==> src/rtl/cdc_f2s_sender_pkg.sv <==
// Shared definitions for the fast-to-slow word sender: FSM encoding and default depth
// of the acknowledge synchronizer.
package cdc_f2s_sender_pkg;

  typedef enum logic [1:0] {
    S_IDLE = 2'd0,
    S_LOAD = 2'd1,
    S_WAIT = 2'd2
  } state_t;

  localparam int SYNC_STAGES_DEF = 2;

endpackage

==> src/rtl/cdc_f2s_sender_sync_fifo.sv <==
// Single-clock FIFO with wrap-around pointers; a push is refused while full even if a pop
// happens in the same cycle.
module sync_fifo #(
  parameter int DW    = 32,
  parameter int DEPTH = 4
) (
  input  logic                       clk,
  input  logic                       rst,
  input  logic                       push,
  input  logic [DW-1:0]              din,
  input  logic                       pop,
  output logic [DW-1:0]              dout,
  output logic                       full,
  output logic                       empty,
  output logic [$clog2(DEPTH):0]     count
);

  localparam int AW = $clog2(DEPTH);
  localparam int CW = AW + 1;

  logic [DW-1:0] r_mem [DEPTH];
  logic [AW-1:0] r_wr_ptr;
  logic [AW-1:0] r_rd_ptr;
  logic [CW-1:0] r_count;
  logic          w_push;
  logic          w_pop;

  assign full   = (r_count == CW'(DEPTH));
  assign empty  = (r_count == '0);
  assign count  = r_count;
  assign dout   = r_mem[r_rd_ptr];
  assign w_push = push & ~full;
  assign w_pop  = pop & ~empty;

  always_ff @(posedge clk) begin
    if (w_push) r_mem[r_wr_ptr] <= din;
  end

  // DEPTH is a power of two, so the pointers wrap by plain overflow
  always_ff @(posedge clk) begin
    if (rst) begin
      r_wr_ptr <= '0;
      r_rd_ptr <= '0;
      r_count  <= '0;
    end else begin
      if (w_push) r_wr_ptr <= r_wr_ptr + 1'b1;
      if (w_pop)  r_rd_ptr <= r_rd_ptr + 1'b1;
      case ({w_push, w_pop})
        2'b10:   r_count <= r_count + 1'b1;
        2'b01:   r_count <= r_count - 1'b1;
        default: r_count <= r_count;
      endcase
    end
  end

endmodule

==> src/rtl/cdc_f2s_sender.sv <==
// Fast-domain sender: buffers input words and hands them one at a time to a slow domain
// over a held data bus with a toggle request / toggle acknowledge handshake.
module cdc_f2s_sender
  import cdc_f2s_sender_pkg::*;
#(
  parameter int DW          = 32,
  parameter int DEPTH       = 4,
  parameter int SYNC_STAGES = SYNC_STAGES_DEF
) (
  input  logic          clk,
  input  logic          rst,
  input  logic [DW-1:0] din,
  input  logic          din_en,
  output logic          din_rdy,
  output logic [DW-1:0] tx_data,
  output logic          tx_req,
  input  logic          tx_ack,
  output logic          tx_done,
  output logic          busy,
  output logic          ovf
);

  localparam int CW = $clog2(DEPTH) + 1;

  state_t                 r_state;
  logic [SYNC_STAGES-1:0] r_ack_sync;
  logic [DW-1:0]          r_tx_data;
  logic                   r_tx_req;
  logic                   r_tx_done;
  logic                   r_ovf;

  logic                   w_ack_s;
  logic                   w_pop;
  logic [DW-1:0]          w_fifo_dout;
  logic                   w_fifo_full;
  logic                   w_fifo_empty;
  logic [CW-1:0]          w_fifo_count;

  sync_fifo #(
    .DW    (DW),
    .DEPTH (DEPTH)
  ) u_fifo (
    .clk   (clk),
    .rst   (rst),
    .push  (din_en),
    .din   (din),
    .pop   (w_pop),
    .dout  (w_fifo_dout),
    .full  (w_fifo_full),
    .empty (w_fifo_empty),
    .count (w_fifo_count)
  );

  // tx_ack is asynchronous; only the last synchronizer stage is ever used
  always_ff @(posedge clk) begin
    if (rst) r_ack_sync <= '0;
    else     r_ack_sync <= {r_ack_sync[SYNC_STAGES-2:0], tx_ack};
  end

  assign w_ack_s = r_ack_sync[SYNC_STAGES-1];
  assign w_pop   = (r_state == S_LOAD);
  assign din_rdy = (w_fifo_count != CW'(DEPTH));
  assign busy    = ~w_fifo_empty | (r_state != S_IDLE);

  always_ff @(posedge clk) begin
    if (rst) begin
      r_state   <= S_IDLE;
      r_tx_data <= '0;
      r_tx_req  <= 1'b0;
      r_tx_done <= 1'b0;
      r_ovf     <= 1'b0;
    end else begin
      r_tx_done <= 1'b0;
      if (din_en && w_fifo_full) r_ovf <= 1'b1;
      case (r_state)
        S_IDLE: if (!w_fifo_empty) r_state <= S_LOAD;
        // the only place tx_data/tx_req move, so the bus is frozen while a request is open
        S_LOAD: begin
          r_tx_data <= w_fifo_dout;
          r_tx_req  <= ~r_tx_req;
          r_state   <= S_WAIT;
        end
        S_WAIT: if (w_ack_s == r_tx_req) begin
          r_tx_done <= 1'b1;
          r_state   <= S_IDLE;
        end
        default: r_state <= S_IDLE;
      endcase
    end
  end

  assign tx_data = r_tx_data;
  assign tx_req  = r_tx_req;
  assign tx_done = r_tx_done;
  assign ovf     = r_ovf;

endmodule
==> config.mk <==
export PLATFORM = sky130hd
export DESIGN_NAME = cdc_f2s_sender
export DESIGN_NICKNAME = d
export VERILOG_FILES = /design/src/rtl/cdc_f2s_sender_pkg.sv /design/src/rtl/cdc_f2s_sender_sync_fifo.sv /design/src/rtl/cdc_f2s_sender.sv
export SDC_FILE = /design/constraint.sdc
export NUM_CORES = 1
export LEC_CHECK = 0
export BUFFER_PORTS_ARGS = -buffer_cell sky130_fd_sc_hd__buf_2
export CAP_MARGIN = 10
export CORE_MARGIN = 10
export CORE_UTILIZATION = 35
export CTS_BUF_LIST = sky130_fd_sc_hd__clkbuf_8
export DETAILED_ROUTE_END_ITERATION = 8
export SLEW_MARGIN = 15
export SYNTH_ARGS = -nofsm -noshare
export SYNTH_HDL_FRONTEND = slang
export SYNTH_SLANG_ARGS = --single-unit
==> constraint.sdc <==
create_clock -name clk -period 4.9 [get_ports clk]
set_clock_uncertainty 0.05 [all_clocks]
set_input_delay 0.98 -clock clk [delete_from_list [all_inputs] [get_ports clk]]
set_output_delay 0.98 -clock clk [all_outputs]
set_load 0.005 [all_outputs]
# After elaboration in Yosys (flattened, before gate mapping)
# Memories as Yosys holds them, arrays and structs flattened. A register that Yosys moved wholly into a read port is not among the register bits.
# Index checks and enable logic that the tools add are counted.
# W data, S select, Z words.
# word_totals
input_bits,36
output_inout_bits,37
regBits,14
latchBits,0
ram_bits,128
word_cells,43
mem_count,1
rom_bits,0
# op_classes
n_eq_ne,9
div_mod_pow,0
multipliers,0
n_mux,7
n_bitwise,7
magnitude_cmp,0
add_sub_neg,4
shift,0
n_reduce_logical,7
# memory_table
memory,depth,word_bits,rd,rd_ports_with_merged_regs,wr,line,rtl
u_fifo.r_mem,4,32,1,1,1,cdc_f2s_sender_sync_fifo.sv:21,logic [DW-1:0] r_mem [DEPTH];
# op_table
operator,n
$pmux W2 S3,1
$pmux W3 S2,1
$add A2 B1 Y2 const B,2
$eq A2 B1 Y1 const B,2
$eq A2 B2 Y1 const B,2
$mux W2,2
$ne A2 B2 Y1 const B,2
$not A1 Y1,4
$reduce_bool A2 Y1,2
$add A3 B1 Y3 const B,1
$eq A3 B3 Y1 const B,1
$logic_not A3 Y1,1
$mux W1,3
$ne A3 B3 Y1 const B,1
$sub A3 B1 Y3 const B,1
$and A1 B1 Y1,2
$logic_not A2 Y1,1
$reduce_and A2 Y1,1
$reduce_or A2 Y1,1
$eq A1 B1 Y1,1
$logic_and A1 B1 Y1,1
$or A1 B1 Y1,1

# Logic depth before layout (Yosys ltp)
# logic_depth
word_depth,5
ltp_mapped,9
ltp_nobuf,9

# By module
# A second synthesis with hierarchy kept.
# hier_totals
cells_unflattened,384
hier_area_um2,6665.1
# by_module_without_submodules
module,area_each_um2,seq_area_each_um2,cells_per_inst,instances
sync_fifo,5143.7,4023.9,221,1
cdc_f2s_sender,1521.5,780.7,163,1

# Least setup slack after synthesis
# OpenSTA, ideal clock, no wires.
# synth_timing
path_kind,in2reg
from,in din_en
to,mem u_fifo.r_mem[0][0] (enable)
n_path_buf,0
cell_stages,3
required_time_ns,4.458
setup_time_ns,0.392
arrival_ns,2.096
setup_slack_ns,2.362
cell_sequence,inv_1 nor2_1 and2_1
# synth_via
elab_chain_cells,3
# synth_rtl
element,line,rtl
from (decl),cdc_f2s_sender.sv:13,"input logic din_en,"
$and A1 B1 Y1,cdc_f2s_sender_sync_fifo.sv:32,assign w_push = push & ~full;
$mux W1,cdc_f2s_sender_sync_fifo.sv:36,if (w_push) r_mem[r_wr_ptr] <= din;
$mux W1 (not written as such),cdc_f2s_sender_sync_fifo.sv:36,
to (decl),cdc_f2s_sender_sync_fifo.sv:21,
# No other way between the ends.

# Worst setup path in the final report
# layout_timing
from,reg u_fifo.r_count[2] (netlist: u_fifo.count[2])
to,out busy
# layout_via
elab_chain_cells,3
# layout_rtl
element,line,rtl
from (decl),cdc_f2s_sender_sync_fifo.sv:24,logic [CW-1:0] r_count;
from (signal assigned),cdc_f2s_sender_sync_fifo.sv:49,2'b10: r_count <= r_count + 1'b1;
from (signal assigned),cdc_f2s_sender_sync_fifo.sv:50,2'b01: r_count <= r_count - 1'b1;
from (signal assigned),cdc_f2s_sender_sync_fifo.sv:51,default: r_count <= r_count;
$logic_not A3 Y1,cdc_f2s_sender_sync_fifo.sv:29,assign empty = (r_count == '0);
$not A1 Y1,cdc_f2s_sender.sv:63,assign busy = ~w_fifo_empty | (r_state != S_IDLE);
$or A1 B1 Y1,cdc_f2s_sender.sv:63,
to (decl),cdc_f2s_sender.sv:19,"output logic busy,"
# No other way between the ends.

==> results.md <==
* Post-synthesis register bit count at 174
* Internal power at about 2.3 mW
* Sequential power share at 57.0%
* Clock latency on the worst-skew pair at ~440 ps
* Commonest non-fill, non-tap cell in the layout: edfxtp_1
* CTS resizes at 0
* Status: complete, no violations
* DR iter-0 viols at between 100 and 150
* Area occupied by multi-input gates at between 1000 and 1500 µm²
* Leak Pwr at 2.78 nW
* PortBufs at 72
* Clk slew on worst S/H paths at around 80 ps
* Worst EP arrival at 1670 ps
* Chip width at 155 µm
* HPWL Detailed at 7400 µm
* Drt via density at ~4.8
* Overall Global Routing Usage at 10.5%
* Cell area after synthesis at 6370 µm²
* Clock tree buffer depth at 2
* YS warnings at 0
* Ports at 73
* Area contributors post-synth: edfxtp_1, dfxtp_1, mux2i_1, a21o_1, o22ai_1
* Number of distinct library cells after synthesis at 29
* Die ar. at 24,000 µm²
* DR vias at around 3,300
* Logic pwr share at between 10% and 20%
* Post-route setup TNS at 0 ps
* First-pass detailed-route iteration total at 4
* RSZ-0062 raised after global routing: false
* Post-synth top area share at 60.3%
* Final ANT Viol Nets at 0
* Post-layout minimum cycle time at roughly 2700 ps
* Most frequent cells in the layout: edfxtp_1, buf_2, mux2i_1
* FF/Latch Area at approximately 4800 µm²
* Critical Path Max Stage Delay at 440 ps
* CTS root buffer: clkbuf_8
* Die Y at 155 µm
* Grt ovf at 0
* Critical path type: reg -> out
* Worst Path Max Fanout at 5
* Largest net degree at the start of global routing at 39
* Clock share of power at between 20% and 30%
* Cell mode on critical path: or3_1
* Share of layout cells above drive strength 1 at between 20% and 30%
* Wire per inst at 17.9 µm
* CP Cell Sequence: or3_1 -> or3_1 -> buf_2
* Final period util at 55.1%
* Gpl congestion at 0.689
* First-pass GRT wire length at 19,000 µm
* Synthesized area per cell at 16.5 µm²
* CTS Buf Count at 17
* CTS tree: yes
* Synthesis-to-layout area growth at 14.7%
* Site Rows at 49
* Net total in the final layout at 500
* Worst Max-Slew Pin Slew at 965 ps
* Cell count after synthesis at 386
* Worst VDD drop at a little under 0.2 mV
* Largest area contributor in the netlist: edfxtp_1
* Drt drc at 0
* Crit. End Element: output port
* Critical path's slowest cell: or3_1
* Initial antenna violation count at 3
* Non-filler cells, final at 702
* Max cap viols at 0
* Setup Fix Bufs, Post-CTS at 0
* PD cells at 430 nW/µm²
* NetSw at roughly 0.80 mW
* Fin. Hold Viols at 0
* Worst path required time at slightly below 4000 ps
* Slew Limit Headroom at between 30% and 40%
* Syn Nets at 428
* CP Launch Type: flip-flop
* Cts-stage hold buffer count at 0
* CTS Sinks at about 170
* # placed instances at 668
* Number of global-route vias before repair at about 3,500
* Core box area at 18,000 µm²
* Post-Route WL at about 13,000 µm
* F_max at 0.370 GHz
* Effective utilization at floorplan at between 30% and 40%
* Final max-slew violation count at 0
* Register area share after synthesis at 74.8%
* Min-delay worst type: reg -> reg
* CTS H-tree lvls at 4
* Final setup vio count at 0
* Fill cells at between 1,500 and 2,000
* Sw Share at 25.3%
-- path summary, 6_finish.rpt --
kind                        start  depth (start not counted)         endpoint  slack [ps]
setup / recovery  u_fifo.count[2]                          3             busy        2200
hold / removal      r_ack_sync[0]                          1    r_ack_sync[1]         400
setup reg to reg       r_state[0]                          8  u_fifo.count[2]        2420
hold reg to reg     r_ack_sync[0]                          1    r_ack_sync[1]         400
-- per-layer routing --
| metal | vias up | GRT usage (%) | share of wire (%) |
|---|---|---|---|
| li1 | 1617 | - | - |
| met1 | 1647 | 11.4 | 42 |
| met2 | 65 | 18.1 | 51 |
| met3 | 12 | 4.41 | 6.1 |
| met4 | 4 | 3.51 | 0.99 |
| met5 | - | 0 | 0.11 |
-- state kept, by name, indices dropped and copies added, names as in the netlist, 2 cells and up --
signal and count:
r_ack_sync 2, r_state 2, tx_data 32, u_fifo.count 3
u_fifo.r_mem 128, u_fifo.r_rd_ptr 2, u_fifo.r_wr_ptr 2
-- cells by family (layout without fill, tap and decap cells) --
group           count (synthesis)  in the layout  synth area share [%]
flops                         174            174                  74.8
compound gates                 71             71                  7.46
mux                            66             66                  10.4
simple gates                   36             36                  3.24
buf+inv                        29            114                  2.32
fa+ha+maj                       6              6                  1.30
xor+xnor                        4              4                 0.550
other cells                     0              2                     0
-- worst max-delay path, delay by kind of cell (launching register included) --
kind          cells  cell delay, ps
simple gates      2             760
flops             1             330
buf+inv           1             130
-- power by group through the flow --
stage	Combinational, mW	Sequential, mW	Clock (mW)
6_report	0.429	1.79	0.924
5_1_grt	0.479	1.81	1.02
4_1_cts	0.444	1.79	0.955
3_5_place_dp	0.443	1.83	0
3_3_place_gp	0.430	1.82	0
2_1_floorplan	0.299	1.80	0
-- synthesized netlist by cell type (all sizes together) --
master and n:
o21ai 3, a21o 31, nor4b 1, xor2 3, edfxtp 128, nor2b 5
mux2 1, inv 8, or4b 1, mux2i 65, buf 13, nor3b 2
nand4bb 1, nand3 2, and2 5, ha 5, fa 1, a21oi 5
clkbuf 8, nand2b 3, o22ai 31, dfxtp 46, xnor2 1, nor2 12
or3 4, a211o 1
-- through the flow --
stage          hold slack [ps]  util, %  cell area (µm²)  setup WS (ps)  total power, mW
2_1_floorplan              364        -             6370           2360             2.10
6_report                   402     40.7             7310           2200             3.14
3_3_place_gp               369     38.6             6940           2030             2.25
5_1_grt                    414     40.7             7300           2090             3.30
3_5_place_dp               380     38.6             6940           2040             2.27
4_1_cts                    406     40.7             7300           2150             3.19
-- final cells by class --
type / instances / share of cell area [%]
clock inverter: 15 / 1.80
timing repair buffer: 74 / 5.14
multi-input combinational: 183 / 20.2
tap: 229 / 3.92
antenna: 2 / 0.0685
inverter: 8 / 0.411
clock buffer: 17 / 3.20
sequential: 174 / 65.2
Note: power is estimated with default switching activity, not from simulation.
